**config.mk**
```make
export PLATFORM = sky130hd
export DESIGN_NAME = alu_control_mdu
export DESIGN_NICKNAME = d
export VERILOG_FILES = /design/src/rtl/alu_control_mdu.sv
export SDC_FILE = /design/constraint.sdc
export NUM_CORES = 1
export LEC_CHECK = 0
export BUFFER_PORTS_ARGS = -buffer_cell sky130_fd_sc_hd__buf_4
export CORE_MARGIN = 2
export CORE_UTILIZATION = 26
export DETAILED_ROUTE_END_ITERATION = 10
export PLACE_DENSITY = 0.82
export REMOVE_ABC_BUFFERS = 1
export SLEW_MARGIN = 20
export SYNTH_ARGS = -nofsm -noshare
export SYNTH_HDL_FRONTEND = slang
export SYNTH_SLANG_ARGS = --single-unit
```
**constraint.sdc**
```tcl
create_clock -name clk -period 1.3 [get_ports clk]
set_input_delay 0.13 -clock clk [delete_from_list [all_inputs] [get_ports clk]]
set_output_delay 0.13 -clock clk [all_outputs]
set_load 0.02 [all_outputs]
```
**src/rtl/alu_control_mdu.sv**
```systemverilog
// RV32 ALU control decode plus optional iterative RV32M unit (ALU_CTRL_MDU_EN). Results appear one
// cycle after acceptance, or XLEN+2 cycles for iterative M ops; in_ready is low until out_ready takes the result.
module alu_control_mdu #(
   parameter int XLEN = 32
) (
   input  logic            clk,
   input  logic            rst,
   input  logic            in_valid,
   output logic            in_ready,
   input  logic [1:0]      ALUOp,
   input  logic [6:0]      Funct7,
   input  logic [2:0]      Funct3,
   input  logic [XLEN-1:0] OpA,
   input  logic [XLEN-1:0] OpB,
   output logic            out_valid,
   input  logic            out_ready,
   output logic [3:0]      ALUControlInput,
   output logic [XLEN-1:0] MulDivResult,
   output logic            is_muldiv,
   output logic            illegal
);
   localparam int CW = (XLEN > 1) ? $clog2(XLEN) : 1;

   typedef enum logic [2:0] {
      S_IDLE,
`ifdef ALU_CTRL_MDU_EN
      S_MUL, S_DIV, S_FIX,
`endif
      S_DONE
   } state_t;

   state_t     r_state, w_state_nxt;
   logic [3:0] r_ctrl, w_ctrl, w_base;
   logic       r_ill, w_ill, w_md, w_accept;

   always_comb begin
      case (Funct3)
         3'b000:  w_base = 4'b0010;
         3'b001:  w_base = 4'b0100;
         3'b010:  w_base = 4'b1000;
         3'b011:  w_base = 4'b1001;
         3'b100:  w_base = 4'b0011;
         3'b101:  w_base = 4'b0101;
         3'b110:  w_base = 4'b0001;
         default: w_base = 4'b0000;
      endcase
      w_ctrl = 4'b1111;
      w_md   = 1'b0;
      case (ALUOp)
         2'b00: w_ctrl = 4'b0010;
         2'b01: w_ctrl = 4'b0110;
         2'b10: begin
            if (Funct7 == 7'b0000000) w_ctrl = w_base;
            else if (Funct7 == 7'b0100000 && Funct3 == 3'b000) w_ctrl = 4'b0110;
            else if (Funct7 == 7'b0100000 && Funct3 == 3'b101) w_ctrl = 4'b0111;
`ifdef ALU_CTRL_MDU_EN
            else if (Funct7 == 7'b0000001) begin
               w_ctrl = 4'b1010;
               w_md   = 1'b1;
            end
`endif
         end
         default: begin
            // only the immediate shifts constrain imm[11:5]
            if (Funct3 != 3'b001 && Funct3 != 3'b101) w_ctrl = w_base;
            else if (Funct7 == 7'b0000000) w_ctrl = w_base;
            else if (Funct3 == 3'b101 && Funct7 == 7'b0100000) w_ctrl = 4'b0111;
         end
      endcase
   end

   assign w_ill    = (w_ctrl == 4'b1111);
   assign w_accept = in_valid && in_ready;

`ifdef ALU_CTRL_MDU_EN
   logic [CW-1:0]     r_cnt;
   logic [XLEN-1:0]   r_hi, r_lo, r_b, r_res, w_a_mag, w_b_mag, w_spec_res, w_fix;
   logic [2:0]        r_f3;
   logic              r_neg, r_is_md;
   logic              w_a_neg, w_b_neg, w_b_zero, w_ovf, w_spec;
   logic [XLEN:0]     w_add, w_sub;
   logic [2*XLEN-1:0] w_prod;

   assign w_a_neg    = OpA[XLEN-1] && (Funct3 inside {3'b000, 3'b001, 3'b010, 3'b100, 3'b110});
   assign w_b_neg    = OpB[XLEN-1] && (Funct3 inside {3'b000, 3'b001, 3'b100, 3'b110});
   assign w_a_mag    = w_a_neg ? -OpA : OpA;
   assign w_b_mag    = w_b_neg ? -OpB : OpB;
   assign w_b_zero   = (OpB == '0);
   assign w_ovf      = !Funct3[0] && (OpA == {1'b1, {(XLEN-1){1'b0}}}) && (&OpB);
   assign w_spec     = Funct3[2] && (w_b_zero || w_ovf);
   assign w_spec_res = w_b_zero ? (Funct3[1] ? OpA : '1) : (Funct3[1] ? '0 : OpA);

   // r_hi/r_lo hold {product} while multiplying and {remainder, quotient} while dividing
   assign w_add  = {1'b0, r_hi} + (r_lo[0] ? {1'b0, r_b} : '0);
   assign w_sub  = {r_hi, r_lo[XLEN-1]} - {1'b0, r_b};
   assign w_prod = r_neg ? -{r_hi, r_lo} : {r_hi, r_lo};
   assign w_fix  = !r_f3[2] ? ((r_f3 == 3'b000) ? w_prod[XLEN-1:0] : w_prod[2*XLEN-1:XLEN])
                 : r_f3[1]  ? (r_neg ? -r_hi : r_hi) : (r_neg ? -r_lo : r_lo);

   always_ff @(posedge clk) begin
      if (rst) begin
         r_cnt   <= '0;
         r_hi    <= '0;
         r_lo    <= '0;
         r_b     <= '0;
         r_res   <= '0;
         r_f3    <= '0;
         r_neg   <= 1'b0;
         r_is_md <= 1'b0;
      end else begin
         case (r_state)
            S_IDLE: if (w_accept) begin
               r_cnt   <= '0;
               r_hi    <= '0;
               r_lo    <= w_a_mag;
               r_b     <= w_b_mag;
               r_f3    <= Funct3;
               r_neg   <= (Funct3[2] && Funct3[1]) ? w_a_neg : (w_a_neg ^ w_b_neg);
               r_is_md <= w_md;
               r_res   <= (w_md && w_spec) ? w_spec_res : '0;
            end
            S_MUL: begin
               {r_hi, r_lo} <= {w_add, r_lo[XLEN-1:1]};
               r_cnt        <= r_cnt + CW'(1);
            end
            S_DIV: begin
               r_hi  <= w_sub[XLEN] ? {r_hi[XLEN-2:0], r_lo[XLEN-1]} : w_sub[XLEN-1:0];
               r_lo  <= {r_lo[XLEN-2:0], ~w_sub[XLEN]};
               r_cnt <= r_cnt + CW'(1);
            end
            S_FIX:   r_res <= w_fix;
            default: ;
         endcase
      end
   end

   assign MulDivResult = r_res;
   assign is_muldiv    = r_is_md;
`else
   logic w_unused;
   assign w_unused     = ^{OpA, OpB, w_md};
   assign MulDivResult = '0;
   assign is_muldiv    = 1'b0;
`endif

   always_ff @(posedge clk) begin
      if (rst) r_state <= S_IDLE;
      else     r_state <= w_state_nxt;
   end

   always_comb begin
      w_state_nxt = r_state;
      in_ready    = 1'b0;
      out_valid   = 1'b0;
      case (r_state)
         S_IDLE: begin
            in_ready = 1'b1;
            if (in_valid) begin
               w_state_nxt = S_DONE;
`ifdef ALU_CTRL_MDU_EN
               if (w_md && !w_spec) w_state_nxt = Funct3[2] ? S_DIV : S_MUL;
`endif
            end
         end
`ifdef ALU_CTRL_MDU_EN
         S_MUL, S_DIV: if (r_cnt == CW'(XLEN-1)) w_state_nxt = S_FIX;
         S_FIX:        w_state_nxt = S_DONE;
`endif
         S_DONE: begin
            out_valid = 1'b1;
            if (out_ready) w_state_nxt = S_IDLE;
         end
         default: w_state_nxt = S_IDLE;
      endcase
   end

   always_ff @(posedge clk) begin
      if (rst) begin
         r_ctrl <= '0;
         r_ill  <= 1'b0;
      end else if (w_accept) begin
         r_ctrl <= w_ctrl;
         r_ill  <= w_ill;
      end
   end

   assign ALUControlInput = r_ctrl;
   assign illegal         = r_ill;
endmodule

```
# Yosys cells after proc, flatten, opt, wreduce, memory -nomap -nowiden
# Cells that the tools add are included.
[totals]
regBits = 8
out_inout_bits = 40
wordCells = 39
[classes]
n_eq_ne = 15
mux = 12
reduce_logical = 9
[ops]
columns = ["op", "count"]
rows = [
  ["one-hot mux 4 bit (7 select lines)", 1],
  ["two-way mux 4 bit", 5],
  ["one-hot mux 4 bit (3 select lines)", 1],
  ["equality test 3 bit, second input constant", 3],
  ["equality test 7 x 6 -> 1 bit, second input constant", 1],
  ["zero test 7 bit", 1],
  ["equality test 3 x 1 -> 1 bit, second input constant", 2],
  ["equality test 3 x 2 -> 1 bit, second input constant", 2],
  ["zero test 3 bit", 2],
  ["two-way mux 3 bit", 2],
  ["one-hot mux 3 bit (2 select lines)", 1],
  ["equality test 4 bit, second input constant", 1],
  ["logical AND 1 bit", 4],
  ["inequality test 2 bit, second input constant", 2],
  ["inequality test 3 x 1 -> 1 bit, second input constant", 1],
  ["inequality test 3 bit, second input constant", 1],
  ["equality test 2 x 1 -> 1 bit, second input constant", 1],
  ["equality test 2 bit, second input constant", 1],
  ["zero test 2 bit", 1],
  ["two-way mux 1 bit", 2],
  ["AND reduction 2 bit", 1],
]

# Longest topological paths before layout
[logic_depth]
ltp_word = 7
depth_mapped = 5
mapped_depth_nobuf = 4

# Least setup slack after synthesis
# Ideal clock, no wire load.
[synth_timing]
kind = "reg-to-reg"
startpoint = "register r_state[0]"
endpoint = "register r_ctrl[2] (netlist: ALUControlInput[2])"
arrival_time_ns = 1.104
setup_slack_ns = 0.115
stages_incl_launch_ff = 6
path_buffers = 1
cell_sequence = "dfxtp_1 nor2b_1 buf_2 nor2_1 a211o_1 a41oi_1"
[synth_via]
elab_chain_cells = 3
[synth_rtl]
columns = ["element", "line_no", "rtl"]
rows = [
  ["start: declaration", "32", "state_t r_state, w_state_nxt;"],
  ["start signal: assignment", "148", "else r_state <= w_state_nxt;"],
  ["zero test 3 bit", "155", "case (r_state)"],
  ["two-way mux 1 bit", "155", ""],
  ["logical AND 1 bit", "73", "assign w_accept = in_valid && in_ready;"],
  ["end signal: assignment", "182", "r_ctrl <= w_ctrl;"],
  ["end: declaration", "33", "logic [3:0] r_ctrl, w_ctrl, w_base;"],
]
# Every way passes these cells.
# A chain may end at the register's enable or synchronous reset.

# Final worst setup path
# Same ends and word-level chain as after synthesis.

==> out/results.tsv <==
stage	metric	value	unit
status	status	finished clean	
global_route	grt_pass1_wl	1759	µm
synthesis	synth_ff_type	dfxtp_1	
finish	post-route-util	30.15	%
global_route	grt_use_total	8.632	%
sta	rsz0062_at_grt	no	
clock_tree	post_cts_buffers	0	
clock_tree	clk_pin_slew	0.04	ns
finish	num_antenna_cells	0	
detailed_routing	wl	1156	µm
synthesis	yosysSeqAreaShare	17.81	%
detailed_routing	drtPass1Iterations	4	
power_and_ir_drop	leakage	0.3731	nW
detailed_routing	drc_errors	0	
die	die_y	54.93	µm
placed_design	gp_congestion	0.8003	
clock_tree	cts_tree	yes	
hold_path	hold_depth	2	
setup_path	required	1.47	ns
global_route	grt_overflow	0	
hold_path	hold_class	input pin to register	
synthesis	netlist_instances	89	
hold_path	hold-path-endpoint	r_state[0]	
synthesis	yosys_warnings	0	
setup_path	cp-end-kind	register	
die	die_x	54.93	µm
power_and_ir_drop	power_density	843.0	mW/mm²
global_route	antenna_found_initial	0	
clock_tree	max-clock-path-buffers	2	
sta	fin_crit	1.108	ns
clock_tree	ctsResizeCount	0	
placed_design	port_buffers	22	
setup_path	critical_path_class	register to register	
synthesis	async_reset_ff_share	0	%
clock_tree	clkSinkCount	6	
synthesis	synth.distinct_cells	27	
detailed_routing	vias	560	
setup_path	start_kind	register	
sta	finalWorstSetupSlack	0.1923	ns
hold_path	hold_path_startpoint	out_ready	
setup_path	rrSetupSlack	0.19	ns
setup_path	cp_max_fo	8	
clock_tree	clkLatencyLatePin	0.25	ns
clock_tree	cts_htree_levels	1	
sta	fin_hold_ws	0.06379	ns
setup_path	reg2reg_from	r_state[0]	
synthesis	synthesis.area	674.4	µm²
synthesis	yosys_register_bits	6	
global_route	grt_pass1_vias	434	
detailed_routing	ant_nets	0	
clock_tree	numCtsBuffers	3	
sta	skew	0.0001733	ns
detailed_routing	drt_iter0_drc	3	
setup_path	reg2regPathDepth	4	
setup_path	cp.arrival	1.28	ns
die	rows	18	
placed_design	place_hpwl	974.4	µm
synthesis	synth_edf_count	0	
finish	nets	192	
die	io_pins	120	
die	dieArea	0.003017	mm²
setup_path	worst_r2r_endpoint	ALUControlInput[2]	
global_route	grt_max_degree	9	
sta	setup_violations	0	
die	initial_core_util	27.22	%
power_and_ir_drop	max-vdd-ir-drop	0.0002483	V
finish	syn_to_final_growth	10.76	%
die	fp.coreArea	0.002477	mm²
run	maxCapViolCount	0	
finish	n_fill_cell	282	
sta	fin_crit_sh	85.21	%
finish	drive_gt1_share	25.45	%
clock_tree	hold_buffers	0	
sta	slew_violations	0	
sta	fmax	902.8	MHz
sta	finalHoldViolations	0	
clock_tree	clockRootBuffer	clkbuf_4	
detailed_routing	route.detailed.wl_per_inst	8.257	µm
synthesis	avgSynthCellArea	7.577	µm²
placed_design	post-place-ws	0.1771	ns
detailed_routing	viasPerCell	4.000	
Yosys cell counts, types with 2 or more instances:
cell	n	share of area (%)
dfxtp_1	6	18
a32o_1	2	3.0
nor2_1	10	5.6
nand2_1	8	4.5
nand3_1	2	1.5
a311oi_1	2	2.6
nand2b_1	2	1.9
buf_6	2	3.3
buf_4	33	37
buf_2	2	1.5
o21ai_0	3	2.2
a21boi_0	2	2.2
metrics by stage:
stage / total power [mW] / TNS, ns / cell area (µm²) / instances
2_1_floorplan: 0.3661 / -0.008707 / 514.2 / 84
3_3_place_gp: 0.4542 / 0 / 724.4 / 137
3_5_place_dp: 0.4564 / 0 / 724.4 / 137
4_1_cts: 0.6385 / 0 / 747.0 / 140
5_1_grt: 0.6762 / 0 / 747.0 / 140
6_report: 0.6297 / 0 / 747.0 / 140
placed cells by master (no fill, tap or decap), types with 3 or more instances in the layout:
cell type,netlist,routed
conb_1,1,33
buf_4,33,23
nor2_1,10,10
nand2_1,8,8
dfxtp_1,6,6
o21ai_0,3,3
clkbuf_4,0,3
cell families after synthesis:
logic type / after synthesis / synth area share, %
flip-flops: 6 / 17.81
buffers and inverters: 38 / 42.11
adder cells (fa/ha/maj): 1 / 1.670
AO/OA/AOI/OAI: 17 / 20.22
XOR/XNOR: 1 / 1.299
other: 1 / 0.5561
AND/OR/NAND/NOR: 25 / 16.33
layout make-up:
class	count	area [µm²]	share of cell area, %
flip-flops and latches	6	120.1	16.08
inverters	1	3.754	0.5025
clock buffers	3	22.52	3.015
repair buffers	23	172.7	23.12
well taps	30	37.54	5.025
multi-input cells	77	390.4	52.26
critical path: stages (launching register included):
cell and delay, ns:
dfxtp_1 0.38, nor2b_1 0.08, buf_4 0.16, a211o_1 0.25
a41oi_1 0.15
worst max-delay path by stage:
stage	from	end	slack (ns)
2_1_floorplan	r_state[0]	ALUControlInput[2]	-0.009
3_3_place_gp	Funct3[0]	ALUControlInput[0]	0.18
3_5_place_dp	Funct7[5]	ALUControlInput[0]	0.18
4_1_cts	r_state[0]	ALUControlInput[2]	0.18
5_1_grt	r_state[0]	ALUControlInput[2]	0.07
6_report	r_state[0]	ALUControlInput[2]	0.19
report_power, final:
| part | total, mW | switching, mW | internal [mW] |
|---|---|---|---|
| clock network | 0.177 | 0.0719 | 0.105 |
| registers | 0.206 | 0.00797 | 0.198 |
| logic | 0.247 | 0.164 | 0.0827 |
| total | 0.630 | 0.244 | 0.386 |
flip-flops by register name, indices dropped and copies added (netlist names):
register         cells
r_state              1
ALUControlInput      4
illegal              1
routing by layer:
layer	vias up	global-route usage (%)	wire length [µm]
met3	3	2.688	131
met5	-	0	0
met1	246	8.632	405
met4	0	8.537	29
li1	278	-	-
met2	33	13.89	590
(Power assumes the default switching activity.)
